### config.mk
export PLATFORM = sky130hd
export DESIGN_NAME = jk_seq_driver
export DESIGN_NICKNAME = d
export VERILOG_FILES = /design/src/rtl/jk_seq_driver.sv
export SDC_FILE = /design/constraint.sdc
export NUM_CORES = 1
export LEC_CHECK = 0
export CAP_MARGIN = 15
export CORE_MARGIN = 10
export CORE_UTILIZATION = 50
export CTS_CLUSTER_DIAMETER = 40
export DETAILED_ROUTE_END_ITERATION = 10
export MAX_ROUTING_LAYER = met4
export PLACE_DENSITY = 0.77
export SYNTH_ARGS = -nofsm -noshare
export SYNTH_HDL_FRONTEND = slang
export SYNTH_SLANG_ARGS = --single-unit
### constraint.sdc
create_clock -name clk -period 3.5 [get_ports clk]
set_clock_uncertainty 0.05 [all_clocks]
set_input_delay 0.7 -clock clk [delete_from_list [all_inputs] [get_ports clk]]
set_output_delay 0.7 -clock clk [all_outputs]
set_load 0.01 [all_outputs]
### src/rtl/jk_seq_driver.sv
// jk_seq_driver: drive side of a JK flip-flop link.
// Accepts a WIDTH-bit target Q sequence over valid/ready and issues it LSB first.
// Each clock it registers the j/k excitation that walks an external JK flop to the next target bit.
// It checks the flop's Q feedback two cycles later and counts mismatches (saturating).
module jk_seq_driver #(
  parameter int WIDTH = 8,
  parameter bit XFILL = 1'b0,
  parameter int CW    = 4
) (
  input  logic             clk,
  input  logic             rst,
  input  logic             start_valid,
  output logic             start_ready,
  input  logic [WIDTH-1:0] pattern,
  input  logic             q_fb,
  output logic             j,
  output logic             k,
  output logic             busy,
  output logic             done,
  output logic             mismatch,
  output logic [CW-1:0]    err_cnt
);

  localparam int IW = (WIDTH > 1) ? $clog2(WIDTH) : 1;
  localparam logic [CW-1:0] ERR_MAX = {CW{1'b1}};
  localparam logic [IW-1:0] LAST_IDX = IW'(WIDTH - 1);

  typedef enum logic [1:0] {
    IDLE  = 2'd0,
    DRIVE = 2'd1,
    DRAIN = 2'd2
  } state_t;

  state_t           state_r;
  logic [WIDTH-1:0] pat_r;
  logic             q_exp_r;
  logic [IW-1:0]    idx_r;
  logic             drain_r;

  // Two-stage check pipeline: stage 0 holds the bit just issued, stage 1
  // holds the bit the flop has just captured and is compared against q_fb.
  logic [1:0]       chk_vld_r;
  logic [1:0]       chk_bit_r;

  logic             cur_bit_s;
  logic [1:0]       exc_s;
  logic             chk_fail_s;
  logic             last_bit_s;

  // JK excitation {j,k} that moves the flop from q to t; free input gets XFILL.
  function automatic logic [1:0] jk_excite(input logic q, input logic t);
    logic [1:0] jk_v;
    case ({q, t})
      2'b00:   jk_v = {1'b0, XFILL};
      2'b01:   jk_v = {1'b1, XFILL};
      2'b10:   jk_v = {XFILL, 1'b1};
      2'b11:   jk_v = {XFILL, 1'b0};
      default: jk_v = 2'b00;
    endcase
    return jk_v;
  endfunction

  // Saturating increment for the mismatch counter.
  function automatic logic [CW-1:0] sat_inc(input logic [CW-1:0] v);
    logic [CW-1:0] r_v;
    if (v == ERR_MAX) begin
      r_v = v;
    end else begin
      r_v = v + {{(CW-1){1'b0}}, 1'b1};
    end
    return r_v;
  endfunction

  assign start_ready = (state_r == IDLE);

  // Current target bit, its excitation, and the check-stage comparison.
  always_comb begin
    cur_bit_s  = pat_r[idx_r];
    exc_s      = jk_excite(q_exp_r, cur_bit_s);
    last_bit_s = (idx_r == LAST_IDX);
    if (chk_vld_r[1]) begin
      chk_fail_s = (q_fb != chk_bit_r[1]);
    end else begin
      chk_fail_s = 1'b0;
    end
  end

  // Check pipeline: push one entry per DRIVE cycle, shift every cycle.
  always_ff @(posedge clk) begin
    if (!rst) begin
      chk_vld_r <= 2'b00;
      chk_bit_r <= 2'b00;
    end else begin
      chk_vld_r <= {chk_vld_r[0], (state_r == DRIVE)};
      chk_bit_r <= {chk_bit_r[0], cur_bit_s};
    end
  end

  // Sequencer FSM with all registered outputs and the mismatch counter.
  always_ff @(posedge clk) begin
    if (!rst) begin
      state_r  <= IDLE;
      pat_r    <= {WIDTH{1'b0}};
      q_exp_r  <= 1'b0;
      idx_r    <= {IW{1'b0}};
      drain_r  <= 1'b0;
      j        <= 1'b0;
      k        <= 1'b0;
      busy     <= 1'b0;
      done     <= 1'b0;
      mismatch <= 1'b0;
      err_cnt  <= {CW{1'b0}};
    end else begin
      done     <= 1'b0;
      mismatch <= chk_fail_s;
      if (chk_fail_s) begin
        err_cnt <= sat_inc(err_cnt);
      end else begin
        err_cnt <= err_cnt;
      end

      case (state_r)
        IDLE: begin
          j <= 1'b0;
          k <= 1'b0;
          if (start_valid) begin
            pat_r   <= pattern;
            q_exp_r <= q_fb;
            err_cnt <= {CW{1'b0}};
            idx_r   <= {IW{1'b0}};
            busy    <= 1'b1;
            state_r <= DRIVE;
          end else begin
            busy    <= 1'b0;
          end
        end

        DRIVE: begin
          j       <= exc_s[1];
          k       <= exc_s[0];
          // The expected Q follows the target only; q_fb never corrects it.
          q_exp_r <= cur_bit_s;
          if (last_bit_s) begin
            drain_r <= 1'b0;
            state_r <= DRAIN;
          end else begin
            idx_r   <= idx_r + IW'(1);
          end
        end

        DRAIN: begin
          j <= 1'b0;
          k <= 1'b0;
          // Second drain edge coincides with the final check.
          if (drain_r) begin
            done    <= 1'b1;
            busy    <= 1'b0;
            state_r <= IDLE;
          end else begin
            drain_r <= 1'b1;
          end
        end

        default: begin
          j       <= 1'b0;
          k       <= 1'b0;
          busy    <= 1'b0;
          state_r <= IDLE;
        end
      endcase
    end
  end

endmodule

==> results.sh <==
export IMPL_ant_nets=0
export IMPL_drive_gt1_share_pct=7.432
export IMPL_path_cells="nor2_1, clkdlybuf4s50_1"
export IMPL_synth_distinct_cells=35
export IMPL_ff_latch_area_um2=560.5
export IMPL_required_ns=2.75
export IMPL_synth_top_area_share_pct=47.81
export IMPL_dp_cells=172
export IMPL_antenna_cells=0
export IMPL_yosysSeqAreaShare_pct=47.81
export IMPL_ys_seq_elements=28
export IMPL_report_final_slew_viol_count=0
export IMPL_synth_edf_count=0
export IMPL_clockBufferDepth=2
export IMPL_end_kind="output port"
export IMPL_r2r_start="idx_r[0]"
export IMPL_grt_max_degree=16
export IMPL_internal_power_w=0.0004266
export IMPL_hp_class="reg -> reg"
export IMPL_netlist_instances=128
export IMPL_grt_pass1_wl_mm=3.850
export IMPL_drt_first_pass_iters=4
export IMPL_cts_made_buffers=3
export IMPL_ios=22
export IMPL_final_cell_count_no_fill=176
export IMPL_first_iter_violations=72
export IMPL_vias=955
export IMPL_critPathLaunch="state_r[1]"
export IMPL_num_rows=17
export IMPL_dp_hpwl_mm=1.683
export IMPL_clkLatencyLatePin_ns=0.32
export IMPL_finalHoldViolations=0
export IMPL_postCtsHoldBufs=0
export IMPL_fillers=211
export IMPL_die_h_um=68.42
export IMPL_tritoncts="done"
export IMPL_coreArea_mm2=0.002233
export IMPL_seqPwrFrac_pct=61.6
export IMPL_crit_buf_inv=1
export IMPL_cts_setup_buffers=0
export IMPL_htreeDepth=1
export IMPL_place_gp_congestion=0.7896
export IMPL_powerDensity_mw_per_mm2=388.2
export IMPL_synth_area_leaders="dfxtp_1, nand2_1, a21oi_1"
export IMPL_worstMarginPinSlew_ns=0.5248
export IMPL_io_buffers=21
export IMPL_antenna_found_initial=0
export IMPL_drc=0
export IMPL_post_route_period_util_pct=64.03
export IMPL_root_buffer="clkbuf_4"
export IMPL_clockPowerShare_pct=27.6
export IMPL_synthArstFlopShare_pct=0
export IMPL_max_clock_freq_mhz=446.3
export IMPL_die_area_mm2=0.004681
export IMPL_fin_crit_ns=2.241
export IMPL_rsz0062_at_grt="false"
export IMPL_drv_cap=0
export IMPL_cp_slowest_cell="dfxtp_1"
export IMPL_finalWirelength_mm=2.194
export IMPL_post_drt_wl_per_cell_um=12.47
export IMPL_synth_largest_area_cell="dfxtp_1"
export IMPL_p_sw_w=0.0001276
export IMPL_via_per_inst=5.426
export IMPL_critPathMaxFanout=15
export IMPL_critPathMaxStageDelay_ns=0.61
export IMPL_critPathLaunchType="register"
export IMPL_p_leak_nw=0.5201
export IMPL_syn_area_mm2=0.001172
export IMPL_initial_utilization_pct=52.49
export IMPL_multi_input_area_um2=563.0
export IMPL_switching_share_pct=23.02
export IMPL_critPathTopFamily="flip-flops"
export IMPL_track_usage_pct=10.47
export IMPL_vdd_drop_max_mv=0.2833
export IMPL_setup_viol=0
export IMPL_finalSetupTns_ns=0
export IMPL_die_w_um=68.42
export IMPL_clk_pin_slew_ns=0.14
export IMPL_hold_start="chk_vld_r[0]"
export IMPL_synth_warnings=0
export IMPL_areaGrowthSynthToFinish_pct=21.77
export IMPL_synthesis_nets=143
export IMPL_arrival_ns=1.49
export IMPL_synth_area_per_cell_um2=9.159
export IMPL_outcome="finished clean"
export IMPL_grt_pass1_vias=869
export IMPL_nets=164
export IMPL_cts_sinks=28
export IMPL_yosys_most_used_dff="dfxtp_1"
export IMPL_crit_type="reg -> out"
export IMPL_cts_resized_gates=0
export IMPL_grt_overflow_total=0
export IMPL_p_comb_share_pct=10.8
export IMPL_slew_limit_headroom_pct=64.76
==> registers in the layout, summed over array words and instances (netlist names), 2 cells and up <==
register,cells
err_cnt,4
chk_vld_r,2
chk_bit_r,2
pat_r,8
state_r,2
idx_r,3
==> worst paths after layout <==
check	end	slack, ns	cells past startpoint
setup / recovery	start_ready	1.26	2
hold / removal	chk_vld_r[1]	0.41	1
setup reg to reg	idx_r[0]	1.57	5
hold reg to reg	chk_vld_r[1]	0.41	1
==> synth_stat cells (2+ instances only) <==
library cell  instances
and2_1                2
and3_2                2
ha_1                  3
nor3b_1               3
o31ai_1               2
dfxtp_1              28
nand3_1               3
o21a_1                2
and3_1                2
nor2_1                6
mux2i_1               4
o21ai_0               3
nand2_1              20
a21oi_1              14
clkbuf_1              4
nor3_1                3
a31oi_1               2
nor4_1                2
inv_1                 6
or3b_2                2
==> worst register-to-register path, stage by stage (launching register included) <==
cell	delay, ns
dfxtp_1	0.43
ha_1	0.25
ha_1	0.22
or3b_2	0.50
and3_2	0.23
o21a_1	0.17
==> power by group through the flow <==
stage                     registers, W  clock network, W   logic, W
after floorplan               0.000344                 0  0.0000399
after global placement        0.000348                 0  0.0000595
after detailed placement      0.000348                 0  0.0000609
after CTS                     0.000341          0.000160  0.0000610
after global routing          0.000344          0.000174  0.0000677
final                         0.000341          0.000153  0.0000601
==> kinds of logic after synthesis <==
| group | count (synthesis) | share of synthesized area, % |
|---|---|---|
| AOI/OAI and AO/OA | 28 | 14.83 |
| xor gates and xnor gates | 2 | 1.494 |
| adders and majority gates | 3 | 3.202 |
| buffers and inverters | 11 | 4.162 |
| DFF | 28 | 47.81 |
| muxes | 5 | 5.336 |
| and+or+nand+nor | 51 | 23.16 |
==> area by class of cell <==
type,instances,area share [%]
timing repair buffer,21,14.72
sequential,28,39.26
clock buffer,4,2.542
multi-input combinational,89,39.44
tap,28,2.454
inverter,6,1.578
==> placed cells by master, fill, tap and decap left out, drive strengths merged <==
cell | Yosys | layout
dfxtp | 28 | 28
nand3 | 3 | 3
mux4 | 1 | 1
ha | 3 | 3
nor4 | 2 | 2
a21oi | 14 | 14
and3 | 4 | 4
nor3b | 4 | 4
a211oi | 1 | 1
nand2 | 20 | 20
o31a | 1 | 1
or4 | 1 | 1
a221oi | 1 | 1
xor2 | 1 | 1
or3b | 2 | 2
nand4b | 1 | 1
nand3b | 1 | 1
o22ai | 1 | 1
nor3 | 3 | 3
nor2 | 6 | 6
and2 | 2 | 2
clkbuf | 4 | 4
o21a | 2 | 2
inv | 6 | 6
xnor2 | 1 | 1
mux2i | 4 | 4
clkdlybuf4s50 | 0 | 21
and4 | 1 | 1
a2111oi | 1 | 1
o21ai | 3 | 3
a31oi | 2 | 2
o31ai | 2 | 2
nand2b | 1 | 1
==> per-stage QoR <==
stage / total power, W / hold WS, ns / worst slack, ns / util, % / area, um^2
2_1_floorplan: 0.0003839 / 0.3618 / 1.777 / - / 1172
3_3_place_gp: 0.0004073 / 0.3651 / 1.101 / 62.30 / 1391
3_5_place_dp: 0.0004093 / 0.3758 / 1.080 / 62.30 / 1391
4_1_cts: 0.0005628 / 0.4099 / 1.251 / 63.92 / 1428
5_1_grt: 0.0005852 / 0.4268 / 1.113 / 63.92 / 1428
6_report: 0.0005542 / 0.4093 / 1.259 / 63.92 / 1428
==> metal layers <==
metal  wire, um  track usage (%)  vias to the layer above
met4         25            3.015                        0
met1        994            12.98                      432
met3        127            2.121                        4
met2       1047            16.71                       20
li1           -                -                      499
met5          0                -                        -
Note: power is estimated with default switching activity, not from simulation.
